**src/rtl/lsu_mem_port.sv**
```systemverilog
// lsu_mem_port: single-outstanding load/store unit bridging a core request/response
// channel to a byte-addressed RAM port with combinational read data.
package imhotep_pkg;
   localparam int XLEN      = 32;
   localparam int RAM_WIDTH = 12;
endpackage

module lsu_mem_port
   import imhotep_pkg::*;
(
   input  logic                 clk,
   input  logic                 reset,
   input  logic                 req_valid_i,
   output logic                 req_ready_o,
   input  logic                 req_store_i,
   input  logic [2:0]           req_funct3_i,
   input  logic [XLEN-1:0]      req_addr_i,
   input  logic [XLEN-1:0]      req_wdata_i,
   output logic                 rsp_valid_o,
   input  logic                 rsp_ready_i,
   output logic [XLEN-1:0]      rsp_rdata_o,
   output logic                 rsp_misalign_o,
   output logic                 rsp_fault_o,
   output logic                 ram_w_rn_o,
   output logic [1:0]           ram_width_o,
   output logic [RAM_WIDTH-1:0] ram_addr_o,
   output logic [XLEN-1:0]      ram_data_o,
   input  logic [XLEN-1:0]      ram_data_i
);
   typedef enum logic [1:0] {IDLE, ACCESS, RESP} state_t;
   state_t               state_q, state_d;
   logic                 store_q, store_d;
   logic [2:0]           funct3_q, funct3_d;
   logic [RAM_WIDTH-1:0] addr_q, addr_d;
   logic [XLEN-1:0]      wdata_q, wdata_d;
   logic [XLEN-1:0]      rdata_q, rdata_d;
   logic                 misalign_q, misalign_d;
   logic                 fault_q, fault_d;
   logic                 f3_legal, req_mis, req_flt;
   logic [XLEN-1:0]      ld_ext;

   assign req_ready_o = (state_q == IDLE) & ~reset;

   // BU/HU only exist as loads; a store with those encodings is a fault
   always_comb begin
      f3_legal = (req_funct3_i inside {3'b000, 3'b001, 3'b010}) |
                 (~req_store_i & (req_funct3_i inside {3'b100, 3'b101}));
      req_mis  = ((req_funct3_i[1:0] == 2'b01) & req_addr_i[0]) |
                 ((req_funct3_i == 3'b010) & (|req_addr_i[1:0]));
      req_flt  = ~f3_legal | (|req_addr_i[XLEN-1:RAM_WIDTH]);
   end

   always_comb begin
      ld_ext = (funct3_q == 3'b000) ? {{(XLEN-8){ram_data_i[7]}}, ram_data_i[7:0]} :
               (funct3_q == 3'b100) ? {{(XLEN-8){1'b0}}, ram_data_i[7:0]} :
               (funct3_q == 3'b001) ? {{(XLEN-16){ram_data_i[15]}}, ram_data_i[15:0]} :
               (funct3_q == 3'b101) ? {{(XLEN-16){1'b0}}, ram_data_i[15:0]} :
               ram_data_i;
   end

   always_comb begin
      state_d    = state_q;
      store_d    = store_q;
      funct3_d   = funct3_q;
      addr_d     = addr_q;
      wdata_d    = wdata_q;
      rdata_d    = rdata_q;
      misalign_d = misalign_q;
      fault_d    = fault_q;
      case (state_q)
         IDLE: begin
            if (req_valid_i & req_ready_o) begin
               store_d    = req_store_i;
               funct3_d   = req_funct3_i;
               addr_d     = req_addr_i[RAM_WIDTH-1:0];
               wdata_d    = req_wdata_i;
               rdata_d    = '0;
               misalign_d = req_mis;
               fault_d    = req_flt;
               state_d    = (req_mis | req_flt) ? RESP : ACCESS;
            end
         end
         ACCESS: begin
            rdata_d = store_q ? '0 : ld_ext;
            state_d = RESP;
         end
         RESP: state_d = rsp_ready_i ? IDLE : RESP;
         default: state_d = IDLE;
      endcase
   end

   always_ff @(posedge clk or posedge reset) begin
      if (reset) begin
         state_q    <= IDLE;
         store_q    <= 1'b0;
         funct3_q   <= '0;
         addr_q     <= '0;
         wdata_q    <= '0;
         rdata_q    <= '0;
         misalign_q <= 1'b0;
         fault_q    <= 1'b0;
      end else begin
         state_q    <= state_d;
         store_q    <= store_d;
         funct3_q   <= funct3_d;
         addr_q     <= addr_d;
         wdata_q    <= wdata_d;
         rdata_q    <= rdata_d;
         misalign_q <= misalign_d;
         fault_q    <= fault_d;
      end
   end

   assign rsp_valid_o    = (state_q == RESP);
   assign rsp_rdata_o    = rdata_q;
   assign rsp_misalign_o = misalign_q;
   assign rsp_fault_o    = fault_q;
   assign ram_w_rn_o     = (state_q == ACCESS) & store_q;
   assign ram_width_o    = funct3_q[1:0];
   assign ram_addr_o     = addr_q;
   assign ram_data_o     = wdata_q;
endmodule

```
**config.mk**
```make
export PLATFORM = sky130hd
export DESIGN_NAME = lsu_mem_port
export DESIGN_NICKNAME = d
export VERILOG_FILES = /design/src/rtl/lsu_mem_port.sv
export SDC_FILE = /design/constraint.sdc
export NUM_CORES = 1
export LEC_CHECK = 0
export CORE_UTILIZATION = 30
export CTS_CLUSTER_DIAMETER = 150
export DETAILED_ROUTE_END_ITERATION = 8
export PLACE_DENSITY_LB_ADDON = 0.3
export SETUP_SLACK_MARGIN = 0.15
export SKIP_LAST_GASP = 1
export SYNTH_ARGS = -nofsm -noshare
export SYNTH_HDL_FRONTEND = slang
export SYNTH_SLANG_ARGS = --single-unit
```
**constraint.sdc**
```tcl
create_clock -name clk -period 2.2 [get_ports clk]
set_input_delay 0.22 -clock clk [delete_from_list [all_inputs] [get_ports clk]]
set_output_delay 0.22 -clock clk [all_outputs]
set_load 0.01 [all_outputs]
```
* Yosys cells after proc, flatten, opt, wreduce, memory -nomap -nowiden *
Cells that the tools add are included.

cells by class
  add/sub/neg operators = 0
  multiply operators = 0
  divide/modulo/power cells = 0
  $lt $le $gt $ge = 0
  equality and inequality tests = 11
  shift-type cells = 0
  muxes and demuxes = 11
  bitwise logic cells = 13
  reductions and logical operators = 10

operator list
  kind                                                              count
  32-bit 2-to-1 mux                                                 6
  32-bit one-hot mux with 2 select lines                            1
  20-bit OR reduction                                               1
  3-bit == test (second input constant)                             4
  1-bit bitwise AND                                                 6
  3-bit by 1-bit == test with 1-bit output (second input constant)  2
  3-bit logical NOT                                                 2
  2-bit 2-to-1 mux                                                  3
  2-bit one-hot mux with 3 select lines                             1
  2-bit by 1-bit == test with 1-bit output (second input constant)  2
  1-bit bitwise OR                                                  4
  2-bit AND reduction                                               2
  2-bit nonzero test                                                2
  3-bit by 2-bit == test with 1-bit output (second input constant)  1
  1-bit inverter                                                    3
  3-bit nonzero test                                                1
  2-bit == test (second input constant)                             1
  2-bit logical NOT                                                 1
  2-bit by 1-bit != test with 1-bit output (second input constant)  1
  2-bit OR reduction                                                1

word-level totals
  bits in registers = 84
  latch bits = 0
  memory bits (writable) = 0
  ROM bits = 0
  input port bits = 104
  output and inout bits = 83
  word-level logic and storage cells = 53
  memories kept = 0

* Depth between registers and ports, before layout *
  depth after elaboration = 10
  gate-level depth with buffers = 7
  mapped depth without buffers = 4

* Worst setup path after synthesis *
OpenSTA, ideal clock, no wires.

  path kind = register to register
  start = register funct3_q[1]
  end = register rdata_q[11], in the netlist rsp_rdata_o[11]
  library setup time = 0.118 ns
  arrival = 1.477 ns
  data required time = 2.082 ns
  slack = 0.605 ns
  cell stages (with the launch flop) = 8
  path buffers = 3
  period minus slack after synthesis = 1.595 ns
  cells stage by stage = dfrtp_1 -> buf_6 -> or3_1 -> buf_4 -> o21ai_4 -> buf_6 -> a21oi_1 -> a21o_1

on the way
  longest elaborated chain between the ends = 6
  elaborated cells between the ends (all ways) = 8
  those cells by class = eq/ne: 2; mux: 5; reduce/logical: 1

RTL lines
  what                                      line  source
  start: declaration                        33    logic [2:0] funct3_q, funct3_d;
  start signal: assignment                  105   funct3_q <= funct3_d;
  3-bit by 1-bit == test with 1-bit output  56    (funct3_q == 3'b001) ? {{(XLEN-16){ram_data_i[15]}}, ram_data_i[15:0]} :
  32-bit 2-to-1 mux                         56
  32-bit 2-to-1 mux                         55    (funct3_q == 3'b100) ? {{(XLEN-8){1'b0}}, ram_data_i[7:0]} :
  32-bit 2-to-1 mux *                       54    ld_ext = (funct3_q == 3'b000) ? {{(XLEN-8){ram_data_i[7]}}, ram_data_i[7:0]} :
  32-bit 2-to-1 mux *                       84    rdata_d = store_q ? '0 : ld_ext;
  32-bit one-hot mux with 2 select lines *  70    case (state_q)
  end signal: assignment                    108   rdata_q <= rdata_d;
  end: declaration                          36    logic [XLEN-1:0] rdata_q, rdata_d;

Every way passes the cells marked *; elsewhere a longest branch is shown, timed or not.
A chain may end at the register's enable or synchronous reset.

* Worst setup path in the final report *
  start = register state_q[1]
  end = output port rsp_valid_o

on the way
  longest elaborated chain between the ends = 1

RTL lines
  what                      line  source
  start: declaration        31    state_t state_q, state_d;
  start signal: assignment  103   state_q <= state_d;
  2-bit == test             114   assign rsp_valid_o = (state_q == RESP);
  end: declaration          19    output logic rsp_valid_o,

No other way between the ends.

==> summary.txt <==
Cells and area
  – Area grow syn2layout: 70.1%
  – Share of post-route cells with drive strength above 1: 16.8%
  – Layout fillers: 993
  – Final Core Density: 53.0%
  – Ant diodes: 0
  – Design area: 0.00580 mm^2
  – Final nets: 557
  – Non-filler cells, final: 598
  – FF+latch area: 0.00210 mm^2
  – Multi-input gate area: 0.00120 mm^2

Logic synthesis
  – Cell Area, Synth: 0.00341 mm^2
  – Synth Warn #: 0
  – Synth cell count leaders: dfrtp_1 (84), mux2_2 (48), a21oi_1 (26)
  – Count leader, synth: dfrtp_1
  – Yosys top cell area share: 61.7%
  – Syn avg cell area: 12.9 um^2
  – Sequential share of the synthesized area: 61.7%
  – Number of distinct library cells after synthesis: 31
  – Post-synth top flop: dfrtp_1
  – Flops & latches, synth: 84
  – Post-synth EDFFs: 0
  – Mapped Cells: 265
  – Top cells by area, synth: dfrtp_1 (62%), mux2_2 (16%), a21oi_1 (3.8%)
  – Post-Syn Nets: 369
  – Cell taking the most area after synthesis: dfrtp_1
  – Fraction of registers with async set or reset after synthesis: 100%

Pwr
  – Worst vdd ir: 0.000455 V
  – Pleak: 2.43 nW
  – Power per cell area: 804 mW/mm^2
  – Final Power: 4.66 mW

Floorplan
  – Die W: 109 um
  – Rows: 38
  – Num ports: 187
  – Die ar.: 0.0118 mm^2
  – Initial core utilization: 31.2%
  – Die H: 109 um
  – Core area: 0.0109 mm^2

Place
  – Port bufs: 186
  – Area of placed instances: 0.00546 mm^2
  – DP Worst Slack: 0.198 ns
  – Placed insts: 582
  – Gpl congestion: 0.719
  – Post-DP HPWL: 7070 um

Route
  – Routed Antenna Nets: 0
  – Drt first pass iters: 5
  – Iteration-0 DRC Markers: 134
  – DRC viols: 0
  – WL per Instance: 15.7 um
  – Vias: 2838
  – Total wire length: 9390 um
  – Vias per std cell: 4.75

Clock network
  – Num CTS Buffers: 9
  – CTS clk-pin slew, worst paths: 0.06 ns
  – Hold Buf Count CTS: 0
  – Bufs on Longest Clock Path: 2
  – CTS tree: yes
  – H-tree depth: 3
  – Clock latency on the worst-skew pair: 0.33 ns
  – Root Buffer: clkbuf_16
  – Resize count post-CTS: 0
  – CTS sink count: 84
  – Setup bufs post-CTS: 0

Timing
  – Setup TNS: 0 ns
  – Final hold viol count: 0
  – Tcrit/Tclk final: 83.3%
  – Count of final max-slew check failures: 0
  – Tmin final: 1.83 ns
  – Post-Route Skew: 0.00507 ns
  – Hold slack: 0.303 ns
  – Rel. slew slack: 62.8%
  – F_max: 0.546 GHz
  – Slew @ Worst Pin: 0.555 ns
  – Final setup violation count: 0
  – RSZ-0062 raised after global routing: false
  – Setup WS post-layout: 0.368 ns

Setup path
  – Critical Path AT: 1.61 ns
  – Sequence of cells on the critical path: nor2b_1 -> clkdlybuf4s50_1
  – R2r setup slk: 0.38 ns
  – Critical Path RT: 1.98 ns
  – CP bufs+invs: 1
  – Setup crit end kind: primary output
  – Crit-path slowest cell: clkdlybuf4s50_1
  – Kind of cell adding the most delay to the critical path: buffers and inverters
  – Path depth of the worst reg2reg path: 3
  – CP Launch Type: register
  – CP peak stage delay: 0.59 ns
  – Setup crit start: state_q[1]$_DFFE_PP0P_
  – RR Endpoint: rsp_rdata_o[25]$_DFFE_PP0P_
  – Crit path kind: register to primary output
  – Crit path max fanout: 6
  – Reg-to-reg startpoint: funct3_q[0]$_DFFE_PP0P_

Job
  – Max Cap Violations: 0

Outcome
  – Status: finished clean

GRT
  – Pin count of the biggest net entering global routing: 47
  – GRT overflow: 0
  – Initial antenna violation count: 1
  – First-pass GRT wire length: 15000 um
  – All-Layer GR Usage: 16.7%
  – Vias in the first global route: 2979

Min path
  – Min-Delay Path Class: input port to asynchronous set/reset pin
[layer usage]
layer | track usage (%) | routed length, um
met5 | 0 | 13
met4 | 5.21 | 107
met3 | 5.85 | 801
met2 | 28.2 | 4560
met1 | 19.9 | 3910
[worst max-delay path by stage]
stage,end,cells after the start
after detailed placement,ram_data_o[5]$_DFFE_PP0P_,5
after global placement,ram_data_o[1]$_DFFE_PP0P_,5
after floorplan,rsp_rdata_o[11]$_DFFE_PP0P_,7
after global routing,rsp_valid_o,2
final,rsp_valid_o,2
after CTS,rsp_valid_o,2
[cell type report]
cell class,instances,share of cell area [%]
clock buffer,12,4.08
timing repair buffer,196,34.1
inverter,2,0.194
sequential,84,36.3
clock inverter,4,1.68
tap,140,3.02
multi-input combinational,160,20.7
[sequential cells by signal, indices dropped and copies added (netlist names)]
name	flops
rsp_rdata_o	32
rsp_misalign_o	1
ram_addr_o	12
rsp_fault_o	1
funct3_q	3
ram_data_o	32
state_q	2
store_q	1
[cell families (layout without fill, tap and decap cells)]
family                 after synthesis  in the layout  share of synthesized area, %
buffers and inverters               21            214                          3.34
and+or+nand+nor                     40             40                          6.32
muxes                               48             48                          15.9
AOI/OAI and AO/OA                   72             72                          12.8
DFF                                 84             84                          61.7
[cells in the final DEF (no fill, tap or decap), drive strengths merged, types with 4 or more instances in the layout]
cell type        n
o21ai           27
nor4             5
dfrtp           84
a22o             8
a21o             8
nand2           17
clkbuf          12
clkdlybuf4s50  186
buf             10
mux2            48
nor2             4
a21oi           26
[power by group]
| group | leakage (nW) | switching, mW | internal, mW |
|---|---|---|---|
| sequential | 1.06 | 0.112 | 1.74 |
| combinational | 1.21 | 0.423 | 0.704 |
| clock | 0.157 | 0.567 | 1.11 |
| total | 2.43 | 1.10 | 3.56 |
Power figures use the tool's default switching activity.
